==> config.mk <==
export PLATFORM = sky130hd
export DESIGN_NAME = cnt_input_conditioner
export DESIGN_NICKNAME = d
export VERILOG_FILES = /design/src/rtl/cnt_input_conditioner.sv
export SDC_FILE = /design/constraint.sdc
export NUM_CORES = 1
export LEC_CHECK = 0
export ABC_AREA = 1
export CAP_MARGIN = 20
export CORE_MARGIN = 5
export CORE_UTILIZATION = 45
export CTS_BUF_LIST = sky130_fd_sc_hd__clkbuf_8 sky130_fd_sc_hd__clkbuf_16
export DETAILED_ROUTE_END_ITERATION = 8
export GPL_TIMING_DRIVEN = 0
export PLACE_DENSITY = 0.69
export SLEW_MARGIN = 40
export SYNTH_ARGS = -nofsm -noshare
export SYNTH_HDL_FRONTEND = slang
export SYNTH_SLANG_ARGS = --single-unit
==> constraint.sdc <==
create_clock -name clock -period 2.7 [get_ports clock]
set_input_delay 0.54 -clock clock [delete_from_list [all_inputs] [get_ports clock]]
set_output_delay 0.54 -clock clock [all_outputs]
set_load 0.02 [all_outputs]
==> src/rtl/cnt_input_conditioner.sv <==
// Conditions a raw bouncing push-button level into a clean count enable for the
// downstream analysis FSM: 2-flop synchroniser, debounce FSM, level/pulse output stage.
module cnt_input_conditioner #(
    parameter int unsigned DEBOUNCE_CYCLES = 4,
    parameter int unsigned PULSE_MODE      = 1,
    parameter int unsigned PRESS_W         = 8
) (
    input  logic               clock,
    input  logic               reset,
    input  logic               btn_raw,
    output logic               cnt,
    output logic               btn_stable,
    output logic [PRESS_W-1:0] press_count
);

    localparam int unsigned CTR_W = $clog2(DEBOUNCE_CYCLES) + 1;
    localparam logic [CTR_W-1:0] CTR_LAST = CTR_W'(DEBOUNCE_CYCLES - 1);

    localparam logic [1:0] ST_IDLE = 2'd0;
    localparam logic [1:0] ST_RISE = 2'd1;
    localparam logic [1:0] ST_HIGH = 2'd2;
    localparam logic [1:0] ST_FALL = 2'd3;

    logic               sync_s1;
    logic               sync_s2;
    logic [1:0]         state;
    logic [1:0]         state_nxt;
    logic [CTR_W-1:0]   ctr;
    logic [CTR_W-1:0]   ctr_nxt;
    logic               stable_nxt;
    logic               cnt_nxt;
    logic               press_accept;
    logic [PRESS_W-1:0] press_nxt;

    // Two-flop synchroniser; only sync_s2 is allowed to reach the FSM.
    always_ff @(posedge clock) begin
        if (reset) begin
            sync_s1 <= 1'b0;
            sync_s2 <= 1'b0;
        end else begin
            sync_s1 <= btn_raw;
            sync_s2 <= sync_s1;
        end
    end

    // State and registered outputs; reset wins over any pending transition.
    always_ff @(posedge clock) begin
        if (reset) begin
            state       <= ST_IDLE;
            ctr         <= '0;
            btn_stable  <= 1'b0;
            cnt         <= 1'b0;
            press_count <= '0;
        end else begin
            state       <= state_nxt;
            ctr         <= ctr_nxt;
            btn_stable  <= stable_nxt;
            cnt         <= cnt_nxt;
            press_count <= press_nxt;
        end
    end

    // Debounce: a level change is accepted only after DEBOUNCE_CYCLES agreeing samples
    // following the first opposite sample; any sample back at the old level aborts.
    always_comb begin
        state_nxt    = state;
        ctr_nxt      = ctr;
        stable_nxt   = btn_stable;
        press_nxt    = press_count;
        press_accept = 1'b0;

        case (state)
            ST_IDLE: begin
                if (sync_s2) begin
                    state_nxt = ST_RISE;
                    ctr_nxt   = '0;
                end
            end
            ST_RISE: begin
                if (!sync_s2) begin
                    state_nxt = ST_IDLE;
                end else if (ctr == CTR_LAST) begin
                    state_nxt    = ST_HIGH;
                    stable_nxt   = 1'b1;
                    press_nxt    = press_count + PRESS_W'(1);
                    press_accept = 1'b1;
                end else begin
                    ctr_nxt = ctr + CTR_W'(1);
                end
            end
            ST_HIGH: begin
                if (!sync_s2) begin
                    state_nxt = ST_FALL;
                    ctr_nxt   = '0;
                end
            end
            ST_FALL: begin
                if (sync_s2) begin
                    state_nxt = ST_HIGH;
                end else if (ctr == CTR_LAST) begin
                    state_nxt  = ST_IDLE;
                    stable_nxt = 1'b0;
                end else begin
                    ctr_nxt = ctr + CTR_W'(1);
                end
            end
            default: begin
                state_nxt = ST_IDLE;
                ctr_nxt   = '0;
            end
        endcase

        cnt_nxt = (PULSE_MODE != 0) ? press_accept : stable_nxt;
    end

endmodule

==> results.sh, run 1 <==
export IMPL_required_ns=2.16
export IMPL_grt_pass1_wl_mm=2.59
export IMPL_synth_seq_cells=17
export IMPL_ys_types=18
export IMPL_synth_avg_cell_area_um2=7.47
export IMPL_multi_input_area_um2=374
export IMPL_crit_type="reg2out"
export IMPL_status="finished, final reports clean"
export IMPL_avgViaCountPerCell=4.64
export IMPL_syn_area_um2=807
export IMPL_dp_final_hpwl_mm=1.13
export IMPL_seqCellArea_um2=340
export IMPL_numCtsBuffers=3
export IMPL_yosys_warnings=0
export IMPL_fin_crit_ns=1.81
export IMPL_synth_top_family_by_area="simple AND/OR/NAND/NOR gates"
export IMPL_cts_root_buf="clkbuf_8"
export IMPL_globalplace_congestion=0.805
export IMPL_nets=131
export IMPL_antenna_found_initial=0
export IMPL_dpl_cell_area_um2=948
export IMPL_fillers=170
export IMPL_ant_nets=0
export IMPL_totalWireLength_mm=1.47
export IMPL_p_total_mw=0.459
export IMPL_die_area_mm2=0.00274
export IMPL_worstSkewPairLatency_ns=0.25
export IMPL_drv_slew=0
export IMPL_drive_gt1_share_pct=9.76
export IMPL_cp_arrival_ns=1.27
export IMPL_grt_max_degree=11
export IMPL_relSlewSlack_pct=72.6
export IMPL_crit_chain="clkdlybuf4s50_1"
export IMPL_maxCapViolations=0
export IMPL_fin_area_um2=995
export IMPL_synth_xor_area_share_pct=0
export IMPL_post_cts_buffers=0
export IMPL_p_leak_nw=0.468
export IMPL_route_vias_total=687
export IMPL_yosysSeqAreaShare_pct=42.2
export IMPL_skew_ns=0.00272
export IMPL_rsz0062_at_grt="false"
export IMPL_std_cell_rows=15
export IMPL_crit_fanout=5
export IMPL_synthAdderAreaFrac_pct=6.20
export IMPL_clk_transition_reported_paths_ns=0.07
export IMPL_grt_overflow_total=0
export IMPL_synth_compound_area_share_pct=10.7
export IMPL_hold_path_class="reg2reg"
export IMPL_tightest_slew_ns=0.411
export IMPL_grt_usage_pct=13.0
export IMPL_drc=0
export IMPL_crit_family="buffers and inverters"
export IMPL_fmax_ghz=0.554
export IMPL_cp_end_kind="primary output"
export IMPL_io_pins=13
export IMPL_diodes=0
export IMPL_cp_buffers_inverters=1
export IMPL_clock_sinks=17
export IMPL_die_x_um=52.4
export IMPL_fin_tns_setup_ns=0
export IMPL_ctsResizeCount=0
export IMPL_max_stage_delay_ns=0.63
export IMPL_finalHoldViolCount=0
export IMPL_firstDrtPassIters=2
export IMPL_core_mm2=0.00171
export IMPL_synth_nets=115
export IMPL_area_growth_pct=23.3
export IMPL_portBuffers=11
export IMPL_wl_per_cell_um=9.93
export IMPL_postSynthCellCount=108
export IMPL_initial_core_util_pct=47.3
export IMPL_synthMuxAreaShare_pct=0
export IMPL_start_kind="flip-flop"
export IMPL_hold_ws_ns=0.405
export IMPL_fin_crit_sh_pct=66.9
export IMPL_cts_tree="done"
export IMPL_grt_pass1_vias=670
export IMPL_drt_iter0_drc=3
export IMPL_power_density_mw_per_mm2=461
export IMPL_synthSimpleGateAreaFrac_pct=29.5
export IMPL_die_h_um=52.4
export IMPL_htree_num_levels=1
export IMPL_postCtsHoldBufs=0
export IMPL_cp_slowest_cell="clkdlybuf4s50_1"
export IMPL_cts_buffer_depth=2
export IMPL_setup_viol=0
export IMPL_irDropWorstVdd_v=0.000275
## synth_stat cells
cell	instances	area [um^2]
nand3b_1	1	7.51
nand2_1	18	67.6
nand2_4	2	22.5
nor2_8	1	20.0
inv_4	1	6.26
nand2_2	2	12.5
dfxtp_1	17	340
nand3_1	5	25.0
o21ai_0	7	35.0
ha_1	4	50.1
nand4_1	2	12.5
nand4_2	1	12.5
o21bai_2	1	11.3
a21oi_1	8	40.0
nor2_1	14	52.6
inv_1	22	82.6
clkbuf_1	1	3.75
nor3_1	1	5.00
## final timing paths
kind | startpoint | to | slack, ns | depth (start not counted)
worst max-delay path | press_count[4] | press_count[4] | 0.89 | 1
worst min register to register | sync_s1 | sync_s2 | 0.41 | 2
worst max register to register | ctr[0] | press_count[6] | 1.25 | 7
worst min-delay path | sync_s1 | sync_s2 | 0.41 | 2
## flip-flops by register name, indices dropped and copies added (netlist names), named ones only
name         cells
cnt              1
press_count      8
ctr              3
sync_s1          1
state            1
btn_stable       1
sync_s2          1
## cell usage in the layout, fill, tap and decap left out, drive strengths merged
cell type       n
nor2           15
nand2          22
nand4           3
o21bai          1
ha              4
nand3           5
nand3b          1
a21oi           8
clkbuf          4
inv            23
dfxtp          17
clkinv          1
o21ai           7
nor3            1
clkdlybuf4s50  11
## where the power goes
part           internal [mW]  switching (mW)
Clock                  0.102          0.0882
Sequential             0.253         0.00133
Combinational        0.00482         0.00958
Total                  0.360          0.0991
## cells by family (layout without fill, tap and decap cells)
family          after synthesis  count (layout)
simple gates                 47              47
buf+inv                      24              39
flops                        17              17
compound gates               16              16
fa+ha+maj                     4               4
## area by class of cell
cell class	count	area share, %
well taps	25	3.14
flip-flops and latches	17	34.2
multi-input cells	67	37.6
clock inverters	1	0.503
plain buffers	1	0.377
repair buffers	11	11.1
inverters	23	8.93
clock buffers	3	4.15
## layer usage
| layer | global-route usage [%] | part of all wire, % | up-vias |
|---|---|---|---|
| li1 | - | - | 365 |
| met1 | 12.7 | 45 | 306 |
| met2 | 23.6 | 48 | 11 |
| met3 | 2.56 | 3.3 | 5 |
| met4 | 10.2 | 3.3 | 0 |
| met5 | 0 | 0 | - |
## stage by stage
stage                     cells  setup WS, ns  util [%]
after floorplan             108          1.41         -
after global placement      144          1.17      55.5
after detailed placement    144          1.16      55.5
after CTS                   148         0.885      58.2
after global routing        148         0.845      58.2
final                       148         0.894      58.2
Power figures use the tool's default switching activity.
==> run 2: changes to the inputs <==
- clock period: 2.7 -> 1.85 ns (I/O delays scaled with it)
==> results of run 2 <==
The final DEF is identical to that of run 1. Status: finished, final reports clean.
Main changes from that run: setup slack after placement 1.16 ns -> 0.398 ns; setup slack after layout 0.894 ns -> 0.214 ns; register-to-register setup slack 1.25 ns -> 0.40 ns; total power 0.459 mW -> 0.670 mW; worst IR drop on VDD 0.000275 V -> 0.000401 V
